--- config.mk ---
export PLATFORM = sky130hd
export DESIGN_NAME = mm2s_cmd_gen_flat
export DESIGN_NICKNAME = d
export VERILOG_FILES = /design/src/rtl/mm2s_cmd_gen_if.sv /design/src/rtl/mm2s_cmd_gen.sv /design/src/flat_wrapper.sv
export SDC_FILE = /design/constraint.sdc
export NUM_CORES = 1
export LEC_CHECK = 0
export CAP_MARGIN = 20
export CORE_ASPECT_RATIO = 0.8
export CORE_MARGIN = 2
export CORE_UTILIZATION = 45
export DETAILED_ROUTE_END_ITERATION = 10
export GPL_TIMING_DRIVEN = 0
export PLACE_DENSITY = 0.66
export SLEW_MARGIN = 15
export SYNTH_ARGS = -nofsm -noshare
export SYNTH_HDL_FRONTEND = slang
export SYNTH_SLANG_ARGS = --single-unit
--- constraint.sdc ---
create_clock -name s_axi_clk -period 2.96 [get_ports s_axi_clk]
set_input_delay 0.592 -clock s_axi_clk [delete_from_list [all_inputs] [get_ports s_axi_clk]]
set_output_delay 0.592 -clock s_axi_clk [all_outputs]
set_load 0.02 [all_outputs]
--- src/rtl/mm2s_cmd_gen_if.sv ---
// DataMover MM2S command stream plus its status return, seen from the command generator (master)
// and from the DataMover side (slave).
interface mm2s_cmd_gen_if;
  logic [71:0] m_axis_tdata;
  logic        m_axis_tvalid;
  logic        m_axis_tready;
  logic        sts_valid;
  logic        sts_ok;
  logic [3:0]  sts_tag;

  modport master (
    output m_axis_tdata,
    output m_axis_tvalid,
    input  m_axis_tready,
    input  sts_valid,
    input  sts_ok,
    input  sts_tag
  );

  modport slave (
    input  m_axis_tdata,
    input  m_axis_tvalid,
    output m_axis_tready,
    output sts_valid,
    output sts_ok,
    output sts_tag
  );
endinterface

--- src/rtl/mm2s_cmd_gen.sv ---
// Splits one memory-to-stream job into DataMover MM2S commands of at most CHUNK_BYTES each,
// limits commands in flight to MAX_OUTSTANDING and checks returned statuses in tag order.
module mm2s_cmd_gen #(
  parameter int unsigned CHUNK_BYTES     = 4096,
  parameter int unsigned MAX_OUTSTANDING = 4
) (
  input  logic           s_axi_clk,
  input  logic           s_axi_resetn,
  input  logic           start,
  input  logic [31:0]    start_addr,
  input  logic [31:0]    total_bytes,
  mm2s_cmd_gen_if.master dm,
  output logic           busy,
  output logic           done,
  output logic           error
);

  localparam logic [1:0] S_IDLE  = 2'd0;
  localparam logic [1:0] S_ISSUE = 2'd1;
  localparam logic [1:0] S_DRAIN = 2'd2;
  localparam logic [1:0] S_FIN   = 2'd3;

  localparam logic [31:0] CHUNK     = 32'(CHUNK_BYTES);
  localparam logic [22:0] CHUNK_BTT = 23'(CHUNK_BYTES);
  localparam logic [3:0]  MAX_OUT   = 4'(MAX_OUTSTANDING);

  logic [1:0]  state_q, state_d;
  logic [31:0] addr_q, addr_d;
  logic [31:0] remaining_q, remaining_d;
  logic [3:0]  tag_q, tag_d;
  logic [3:0]  exp_tag_q, exp_tag_d;
  logic [3:0]  outstanding_q, outstanding_d;
  logic        tvalid_q, tvalid_d;
  logic [71:0] tdata_q, tdata_d;
  logic        busy_q, busy_d;
  logic        done_q, done_d;
  logic        error_q, error_d;

  logic        hs;
  logic        sts_hit;
  logic        sts_spur;
  logic        sts_bad;
  logic        last_chunk;
  logic [22:0] chunk_len;
  logic [31:0] btt;
  logic [71:0] cmd_word;

  assign hs         = tvalid_q & dm.m_axis_tready;
  assign sts_hit    = dm.sts_valid & (outstanding_q != 4'd0);
  assign sts_spur   = dm.sts_valid & (outstanding_q == 4'd0) & busy_q;
  assign sts_bad    = sts_hit & (~dm.sts_ok | (dm.sts_tag != exp_tag_q));
  assign last_chunk = (remaining_q <= CHUNK);
  assign chunk_len  = last_chunk ? remaining_q[22:0] : CHUNK_BTT;
  // The accepted command's own BTT field is what gets retired from the job.
  assign btt        = {9'd0, tdata_q[22:0]};
  assign cmd_word   = {4'd0, tag_q, addr_q, 1'b0, last_chunk, 6'd0, 1'b1, chunk_len};

  always_comb begin
    state_d       = state_q;
    addr_d        = addr_q;
    remaining_d   = remaining_q;
    tag_d         = tag_q;
    exp_tag_d     = exp_tag_q;
    outstanding_d = outstanding_q;
    tvalid_d      = tvalid_q;
    tdata_d       = tdata_q;
    busy_d        = busy_q;
    done_d        = 1'b0;
    error_d       = error_q | sts_bad | sts_spur;

    case ({hs, sts_hit})
      2'b10:   outstanding_d = outstanding_q + 4'd1;
      2'b01:   outstanding_d = outstanding_q - 4'd1;
      default: outstanding_d = outstanding_q;
    endcase

    if (sts_hit) begin
      exp_tag_d = exp_tag_q + 4'd1;
    end

    case (state_q)
      S_IDLE: begin
        busy_d = 1'b0;
        if (start && !busy_q) begin
          addr_d      = start_addr;
          remaining_d = total_bytes;
          tag_d       = 4'd0;
          exp_tag_d   = 4'd0;
          error_d     = 1'b0;
          busy_d      = 1'b1;
          state_d     = (total_bytes == 32'd0) ? S_FIN : S_ISSUE;
        end
      end
      S_ISSUE: begin
        if (hs) begin
          tvalid_d    = 1'b0;
          remaining_d = remaining_q - btt;
          addr_d      = addr_q + btt;
          tag_d       = tag_q + 4'd1;
          if (remaining_q == btt) begin
            state_d = S_DRAIN;
          end
        end else if (!tvalid_q && (outstanding_q < MAX_OUT)) begin
          tvalid_d = 1'b1;
          tdata_d  = cmd_word;
        end
      end
      S_DRAIN: begin
        if (outstanding_q == 4'd0) begin
          state_d = S_FIN;
        end
      end
      default: begin
        // busy stays high through the done cycle and drops in IDLE.
        done_d  = 1'b1;
        state_d = S_IDLE;
      end
    endcase
  end

  always_ff @(posedge s_axi_clk or negedge s_axi_resetn) begin
    if (!s_axi_resetn) begin
      state_q       <= S_IDLE;
      addr_q        <= 32'd0;
      remaining_q   <= 32'd0;
      tag_q         <= 4'd0;
      exp_tag_q     <= 4'd0;
      outstanding_q <= 4'd0;
      tvalid_q      <= 1'b0;
      tdata_q       <= 72'd0;
      busy_q        <= 1'b0;
      done_q        <= 1'b0;
      error_q       <= 1'b0;
    end else begin
      state_q       <= state_d;
      addr_q        <= addr_d;
      remaining_q   <= remaining_d;
      tag_q         <= tag_d;
      exp_tag_q     <= exp_tag_d;
      outstanding_q <= outstanding_d;
      tvalid_q      <= tvalid_d;
      tdata_q       <= tdata_d;
      busy_q        <= busy_d;
      done_q        <= done_d;
      error_q       <= error_d;
    end
  end

  assign dm.m_axis_tvalid = tvalid_q;
  assign dm.m_axis_tdata  = tdata_q;
  assign busy             = busy_q;
  assign done             = done_q;
  assign error            = error_q;

endmodule

--- src/flat_wrapper.sv ---
// flat-port wrapper written by rule: the top's interface ports become plain ports
module mm2s_cmd_gen_flat 
#(
  parameter int unsigned CHUNK_BYTES     = 4096,
  parameter int unsigned MAX_OUTSTANDING = 4
)
  (s_axi_clk, s_axi_resetn, start, start_addr, total_bytes, busy, done, error, dm_m_axis_tdata, dm_m_axis_tvalid, dm_m_axis_tready, dm_sts_valid, dm_sts_ok, dm_sts_tag);
  mm2s_cmd_gen_if dm_i ();
  input  logic s_axi_clk;
  input  logic s_axi_resetn;
  input  logic start;
  input  logic [31:0] start_addr;
  input  logic [31:0] total_bytes;
  output logic busy;
  output logic done;
  output logic error;
  output wire logic [$bits(dm_i.m_axis_tdata)-1:0] dm_m_axis_tdata;
  output wire logic [$bits(dm_i.m_axis_tvalid)-1:0] dm_m_axis_tvalid;
  input wire logic [$bits(dm_i.m_axis_tready)-1:0] dm_m_axis_tready;
  input wire logic [$bits(dm_i.sts_valid)-1:0] dm_sts_valid;
  input wire logic [$bits(dm_i.sts_ok)-1:0] dm_sts_ok;
  input wire logic [$bits(dm_i.sts_tag)-1:0] dm_sts_tag;
  assign dm_m_axis_tdata = dm_i.m_axis_tdata;
  assign dm_m_axis_tvalid = dm_i.m_axis_tvalid;
  assign dm_i.m_axis_tready = dm_m_axis_tready;
  assign dm_i.sts_valid = dm_sts_valid;
  assign dm_i.sts_ok = dm_sts_ok;
  assign dm_i.sts_tag = dm_sts_tag;
  mm2s_cmd_gen #(.CHUNK_BYTES(CHUNK_BYTES), .MAX_OUTSTANDING(MAX_OUTSTANDING)) u_core (.s_axi_clk(s_axi_clk), .s_axi_resetn(s_axi_resetn), .start(start), .start_addr(start_addr), .total_bytes(total_bytes), .dm(dm_i), .busy(busy), .done(done), .error(error));
endmodule
==> metrics.txt <==
sw frac=about 45%; first-pass iteration count of the detailed router=5; skew final=approximately 11 ps; pwr/cell area=roughly 1000 mW/mm²; CTS Buf Count=17; most used routing layer=met1; number of fill cells=~1900; ANT cells=0; largest family of logic cells by synthesized area=compound AO/OA/AOI/OAI gates; post-synthesis register bit count=143; EDFF count, synth=0; share of layout cells above drive strength 1=between 6 and 7%; setup TNS=0 ps; met3 Use GR=roughly 5.4%; max-slew violations=0; Post-Synth XOR/XNOR Area=roughly 5.2%; Gate power share=52.5%; final instance area=between 0.01 and 0.015 mm²; fmax=approximately 0.36 GHz; vias in the first global route=roughly 8000; Tot GR Track Use=about 28%; startpoint types=register; Sequential Power Share=29.0%; post-DP HPWL=between 20 and 25 mm; R2R Setup Slk=between 100 and 150 ps; initial antenna violation count=0; Max-slew headroom=around 37%; clk sinks=between 100 and 150; Die Footprint=about 0.021 mm²; first-pass GRT wire length=between 40 and 50 mm; WP data arrival=3150 ps; CTS clk-pin slew, worst paths=~60 ps; P_sw=5.17 mW; Die Span X=approximately 160 µm; fin cells=roughly 1500; maximum buffer depth of the clock tree=2; Crit Path Category=reg2reg; DRC=0; synth unique cells=70; average via count per standard cell=about 5.8; Core Footprint=slightly below 0.02 mm²; cell count after placement=around 1500; DR WL/cell=approximately 20 µm; CTS tree=yes; grt total ovfl=0; die height=131 µm; final setup violation count=0; internal power=6.38 mW; power consumption=11.5 mW; htree depth=4; area of placed instances=~0.011 mm²; Synth Area in Simple Gates=between 15 and 20%; Adder-Cell Fraction of Synth Area=between 8 and 9%; Leakage Power=5.20 nW; Global Route met1 Usage=42.0%; via count=roughly 8600; mapped cell area=a little over 0.009 mm²; Compound-Gate Fraction of Synth Area=roughly 22%; total wire length=29.5 mm; Post-synth top flop=dfrtp_1; outcome=completed; Clock Power Share=~19%; sequential area share after synthesis=around two fifths; Crit. End Element=register; Gate Count Post-Synth=1053; final hold violation count=0; Hold WC Path Type=in2async; P&R area growth vs syn=27.2%; synth warn=0; crit path time final=roughly 2800 ps; number of nets in the layout=1354; Crit Path Max Fanout=9; Routed Antenna Nets=0; Crit Reg-Reg Startpoint=u_core.dm.m_axis_tdata[6]; Worst VDD drop=0.540 mV; Port Buffer Count=about 140; Setup crit start=u_core.dm.m_axis_tdata[6]; RSZ-0062 raised after global routing=yes; routability-driven placement congestion ratio=between 0.9 and 1; Ports=150; largest net degree at the start of global routing=slightly above 100; worst skew pair latency=around 430 ps; CTS Root Cell=clkbuf_16; row count=46; Critical Path RT=3300 ps; max-cap violations=0; post-synthesis mux area share=about 1.4%; GR Util met2=between 40% and 50%; drt initial violations=919; Starting Density=a little under half; Final Cycle Share=between 90% and 100%; Async SR Flop Fraction=100%; Least-Margin Pin Slew=945 ps; syn avg cell area=8.60 µm²
## power by group through the flow
stage / Combinational [mW] / Clock, mW / Sequential, mW
floorplan: 3.81 / 0 / 3.48
detailed placement: 5.87 / 0 / 3.36
global placement: 5.82 / 0 / 3.34
finish: 6.06 / 2.13 / 3.35
CTS: 5.93 / 2.16 / 3.33
global route: 6.65 / 2.25 / 3.45
## repair_timing
| item | in CTS | in global routing |
|---|---|---|
| gates resized for setup | 9 | 16 |
| hold buffers | 0 | 0 |
| pin swaps | 1 | 5 |
| cloned | 0 | 0 |
| setup endpoints to repair | 22 | 19 |
| buffers inserted | 1 | 0 |
## routing by layer
metal  share of wire, %  routed length, µm
met1                 49              14400
met4                1.7                500
met3                7.1               2080
met5                  0                  0
met2                 42              12500
## final timing paths
kind | to | cells after the start
max | u_core.addr_q[29] | 10
min | u_core.dm.m_axis_tdata[38] | 1
max reg2reg | u_core.addr_q[29] | 10
min reg2reg | u_core.dm.m_axis_tdata[23] | 1
max in group asynchronous | u_core.remaining_q[25] | 2
min in group s_axi_clk | u_core.dm.m_axis_tdata[23] | 1
## metrics by stage
stage,util (%),worst slack [ps],hold WS (ps)
floorplan,-,226,296
global placement,54.6,-4740,452
detailed placement,54.8,-638,457
CTS,57.9,22.3,43.2
global route,58.2,-15.0,53.3
finish,58.2,145,42.6
## cell usage after synthesis, types with 3 or more instances
cell type | number | area, µm²
a211o_1 | 5 | 43.8
a211oi_1 | 6 | 45.0
a21boi_0 | 3 | 22.5
a21o_1 | 39 | 293
a21oi_1 | 99 | 495
a221o_1 | 4 | 40.0
a221oi_2 | 3 | 45.0
a22o_1 | 13 | 114
a22oi_1 | 4 | 30.0
a2bb2oi_1 | 3 | 26.3
a311oi_1 | 4 | 35.0
a31oi_1 | 6 | 37.5
a32oi_1 | 6 | 52.6
and2_1 | 4 | 25.0
and3_1 | 9 | 56.3
buf_4 | 12 | 90.1
clkbuf_1 | 43 | 161
dfrtp_1 | 143 | 3580
fa_1 | 3 | 60.1
ha_1 | 55 | 688
inv_1 | 32 | 120
mux2i_1 | 10 | 100
nand2_1 | 214 | 803
nand2b_1 | 10 | 62.6
nand3_1 | 27 | 135
nand4_1 | 13 | 81.3
nor2_1 | 62 | 233
nor2b_1 | 10 | 62.6
nor3_1 | 12 | 60.1
nor4_1 | 14 | 87.6
o211ai_1 | 10 | 75.1
o21a_1 | 5 | 37.5
o21ai_0 | 42 | 210
o21ai_1 | 13 | 65.1
o21bai_1 | 4 | 30.0
o22ai_1 | 6 | 37.5
o311a_1 | 4 | 40.0
or4_1 | 5 | 37.5
xnor2_1 | 29 | 254
xor2_1 | 25 | 219
## area by class of cell
cell class                 count  area [µm²]  area share, %
buffer                        59         273           2.37
clock buffer                  17         425           3.69
clock inverter                14         143           1.24
inverter                      33         124           1.07
multi-input combinational    828        5220           45.3
sequential                   143        3580           31.1
tap                          264         330           2.87
timing repair buffer         140        1430           12.4
## state kept, by name (all words and copies together) (netlist names)
name                     cells
u_core.outstanding_q         4
u_core.error                 1
u_core.tag_q                 4
u_core.exp_tag_q             4
u_core.state_q               2
u_core.dm.m_axis_tdata      61
u_core.dm.m_axis_tvalid      1
u_core.addr_q               32
u_core.done                  1
u_core.busy                  1
u_core.remaining_q          32
## critical path: stages (launching register included)
cell and delay, ps:
dfrtp_1 480, ha_1 430, a21oi_1 90, o21ai_0 260, nor2_1 110, a21oi_2 310
a21o_1 230, a221o_1 170, buf_2 240, a311oi_1 130, a311oi_1 270
## cell usage in the layout, fill, tap and decap left out, drive strengths merged, types with 27 or more instances in the layout
| cell | instances |
|---|---|
| nand2 | 215 |
| dfrtp | 143 |
| clkdlybuf4s50 | 137 |
| a21oi | 101 |
| nor2 | 64 |
| clkbuf | 60 |
| ha | 55 |
| o21ai | 55 |
| a21o | 39 |
| inv | 35 |
| xnor2 | 29 |
| nand3 | 27 |
## logic make-up after synthesis
group	after synthesis
buf+inv	92
flops	143
fa+ha+maj	58
compound gates	300
simple gates	393
mux	12
xor+xnor	54
other cells	1
(Power assumes the default switching activity.)
